File: src/rtl/chan_dump.sv
// Streams the whole capture RAM to the UART, oldest sample first, one byte per tx_done handshake.
// Define CHAN_DUMP_HDR_EN to prefix each dump with a 0xA5 header byte.
module chan_dump #(
    parameter int ENTRIES = 384,
    parameter int LOG2    = 9
) (
    input  logic            clk,
    input  logic            rst,
    input  logic            dump,
    input  logic [LOG2-1:0] waddr,
    output logic            ren,
    output logic [LOG2-1:0] raddr,
    input  logic [7:0]      rdata,
    output logic [7:0]      tx_data,
    output logic            trmt,
    input  logic            tx_done,
    output logic            busy,
    output logic            dump_done
);

    typedef enum logic [2:0] {IDLE, RD, LATCH, SEND, WAIT_TX} state_t;

    localparam logic [LOG2-1:0] LAST = LOG2'(ENTRIES - 1);

    state_t          state;
    logic [LOG2-1:0] cnt;
`ifdef CHAN_DUMP_HDR_EN
    logic            hdr;
`endif

    always_ff @(posedge clk or posedge rst) begin
        if (rst) begin
            state     <= IDLE;
            raddr     <= '0;
            cnt       <= '0;
            tx_data   <= '0;
            ren       <= 1'b0;
            trmt      <= 1'b0;
            busy      <= 1'b0;
            dump_done <= 1'b0;
`ifdef CHAN_DUMP_HDR_EN
            hdr       <= 1'b0;
`endif
        end else begin
            ren       <= 1'b0;
            trmt      <= 1'b0;
            dump_done <= 1'b0;
            case (state)
                IDLE: begin
                    // A request coinciding with the completion pulse belongs to the old dump.
                    if (dump && !dump_done) begin
                        raddr <= waddr;
                        cnt   <= '0;
                        busy  <= 1'b1;
`ifdef CHAN_DUMP_HDR_EN
                        hdr     <= 1'b1;
                        tx_data <= 8'hA5;
                        trmt    <= 1'b1;
                        state   <= SEND;
`else
                        ren   <= 1'b1;
                        state <= RD;
`endif
                    end
                end
                RD: state <= LATCH;
                LATCH: begin
                    tx_data <= rdata;
                    trmt    <= 1'b1;
                    state   <= SEND;
                end
                SEND: state <= WAIT_TX;
                WAIT_TX: begin
                    if (tx_done) begin
`ifdef CHAN_DUMP_HDR_EN
                        if (hdr) begin
                            hdr   <= 1'b0;
                            ren   <= 1'b1;
                            state <= RD;
                        end else
`endif
                        if (cnt == LAST) begin
                            dump_done <= 1'b1;
                            busy      <= 1'b0;
                            state     <= IDLE;
                        end else begin
                            raddr <= (raddr == LAST) ? '0 : raddr + 1'b1;
                            cnt   <= cnt + 1'b1;
                            ren   <= 1'b1;
                            state <= RD;
                        end
                    end
                end
                default: state <= IDLE;
            endcase
        end
    end

endmodule

File: config.mk
export PLATFORM = sky130hd
export DESIGN_NAME = chan_dump
export DESIGN_NICKNAME = d
export VERILOG_FILES = /design/src/rtl/chan_dump.sv
export SDC_FILE = /design/constraint.sdc
export NUM_CORES = 1
export LEC_CHECK = 0
export ABC_AREA = 1
export CORE_MARGIN = 2
export CORE_UTILIZATION = 49
export DETAILED_ROUTE_END_ITERATION = 10
export PLACE_DENSITY = 0.86
export SETUP_SLACK_MARGIN = 0.1
export SLEW_MARGIN = 40
export SYNTH_ARGS = -nofsm -noshare
export SYNTH_HDL_FRONTEND = slang
export SYNTH_SLANG_ARGS = --single-unit
export TNS_END_PERCENT = 1
File: constraint.sdc
create_clock -name clk -period 1.95 [get_ports clk]
set_input_delay 0.4875 -clock clk [delete_from_list [all_inputs] [get_ports clk]]
set_output_delay 0.4875 -clock clk [all_outputs]
set_load 0.02 [all_outputs]
==> flow_summary.toml <==
[clock_tree]
numCtsBuffers = 5
cts_setup_buffers = 0
clockBufferDepth = 2
clock_sink_count = 33
cts.htree.levels = 2
path_clk_slew_ns = 0.10
cts_tree = "yes"
ctsRootBufferMaster = "clkbuf_4"
clk_latency_ns = 0.35

[finish]
n_antenna_cell = 0
drive_gt1_share_pct = 8.39
fin_area_um2 = 2310
final_cell_count_no_fill = 332
final_util_pct = 67.5
layout_commonest_cell = "nand2_1"
syn_to_final_growth_pct = 29.7
fin_nets = 308
layout_common_cells = "nand2_1 (119), dfrtp_1 (33), clkdlybuf4s50_1 (27)"
nFillCells = 295

[timing]
slew_headroom_pct = 73.2
rsz0062_at_grt = "false"
clock.fmax_mhz = 558
tightest_slew_ns = 0.402
slew_viol_final = 0
fin_tns_setup_ns = 0
skew_ns = 0.00198
finalCritPeriodShare_pct = 92.0
setup_viol = 0
hold_viol_final = 0
period_needed_ns = 1.79

[floorplan]
dieArea_um2 = 4130
coreArea_um2 = 3420
die_x_um = 64.2
die_y_um = 64.2
rows = 21
ios = 42
start_util_pct = 52.1

[worst_setup_path]
startpoint_type = "register"
crit_buf_inv = 1
cp_slowest_cell = "clkdlybuf4s50_1"
path_max_fanout = 2
endpoint_kind = "output port"
worst-setup-path-type = "reg -> out"
cp_data_arrival_time_ns = 1.31
required_ns = 1.46
critPathTopFamily = "buffers and inverters"
crit_chain = "clkdlybuf4s50_1"
max_stage_delay_ns = 0.60

[global_routing]
grt_max_degree = 34
grt_overflow = 0
antenna_found_initial = 0
grt_pass1_wl_um = 6730
grt_pass1_vias = 1499
track_usage_pct = 20.9

[route]
drt_iter0_drc = 96
post_drt_wl_per_cell_um = 11.3
drt_first_pass_iters = 4
viasPerCell = 4.88
post-route-drc-count = 0
dr_total_vias = 1619
wirelength_um = 3760
ant_nets = 0

[placed_design]
dp_cells = 324
dpl.hpwl_um = 2640
placed_area_um2 = 2220
place.gp.congestion = 0.895
io_buffers = 41

[logic_synthesis]
syn_nets = 263
seq_area_frac_synth_pct = 46.4
syn_inst = 240
synth-seq-cells = 33
synth.avg_cell_area_um2 = 7.41
synth_area_leaders = "dfrtp_1 (46%), nand2_1 (25%), inv_1 (3.8%), nor2_1 (3.6%), nand3_1 (3.1%)"
yosys_warnings = 0
synth.largest_area_cell = "dfrtp_1"
yosysTopAreaCellShare_pct = 46.4
syn_area_um2 = 1780
synthDistinctLibCells = 27

[run]
drv_cap = 0

[status]
status = "completed"

[power_and_ir_drop]
vdd_drop_max_uv = 811
powerDensity_nw_per_um2 = 1350
leakage_nw = 1.31
power.total_mw = 3.10

[min_path]
hold_class = "reg -> reg"
==> Yosys cell counts <==
master and count:
nand4_1 2, nor2_4 2, o21ai_0 9, dfrtp_1 33, nand3_1 11, nand2_1 119
inv_1 18, ha_1 2, inv_4 1, a21oi_1 1, nand2_2 4, inv_2 2
nor2_2 1, xor2_1 1, nor3_1 1, nor3b_1 1, nand4_2 1, nand2_4 2
xnor2_1 2, buf_6 2, o31ai_1 1, clkbuf_1 2, nand3b_1 1, nor2_1 17
o21bai_1 1, nand3_4 1, nand3_2 2
==> sequential cells by signal, indices dropped and copies added, names as in the netlist <==
name,flops
busy,1
cnt,9
dump_done,1
raddr,9
ren,1
state,3
trmt,1
tx_data,8
==> worst paths after layout <==
check / from / end / slack (ns) / depth (start not counted)
hold reg to reg: tx_data[6] / tx_data[6] / 0.48 / 2
setup reg to reg: raddr[0] / raddr[7] / 0.39 / 10
setup / recovery: busy / busy / 0.16 / 1
hold / removal: tx_data[6] / tx_data[6] / 0.48 / 2
max in group asynchronous: rst / tx_data[4] / 1.16 / 3
min in group asynchronous: rst / busy / 0.51 / 3
==> per-layer routing <==
layer | vias up | GRT usage (%) | part of all wire, %
met5 | - | 0 | 0
met4 | 0 | 7.18 | 1.6
met3 | 8 | 6.51 | 6.6
met2 | 41 | 33.3 | 45
met1 | 732 | 27.1 | 46
li1 | 838 | - | -
==> where the power goes <==
| part | switching, mW | total (mW) | internal [mW] |
|---|---|---|---|
| sequential | 0.202 | 1.14 | 0.936 |
| clock | 0.244 | 0.381 | 0.137 |
| combinational | 0.969 | 1.58 | 0.615 |
| total | 1.42 | 3.10 | 1.69 |
==> cells by family (layout without fill, tap and decap cells) <==
logic type	count (synthesis)	count (layout)	share of synthesized area, %
AOI/OAI and AO/OA	12	12	3.66
and+or+nand+nor	165	165	40.7
DFF	33	33	46.4
buffers and inverters	25	71	6.26
adders and majority gates	2	2	1.41
xor gates and xnor gates	3	3	1.48
==> cell type report <==
cell class	count	area, um^2	share of cell area, %
multi-input combinational	182	841	36.5
sequential	33	826	35.8
timing repair buffer	42	449	19.5
inverter	21	81.3	3.53
tap	46	57.6	2.50
clock buffer	6	41.3	1.79
clock inverter	2	10.0	0.434
==> through the flow <==
stage                     hold WS, ns  worst slack (ns)
final                           0.480             0.157
after detailed placement        0.459             0.247
after floorplan                 0.471             0.478
after global placement          0.454             0.282
after global routing            0.511             0.107
after CTS                       0.483            0.0308
==> what timing repair did <==
item	in CTS	in global routing
gates cloned	0	0
hold buffers	0	0
endpoints found under the setup margin	9	13
gates resized for setup	1	13
(Power assumes the default switching activity.)
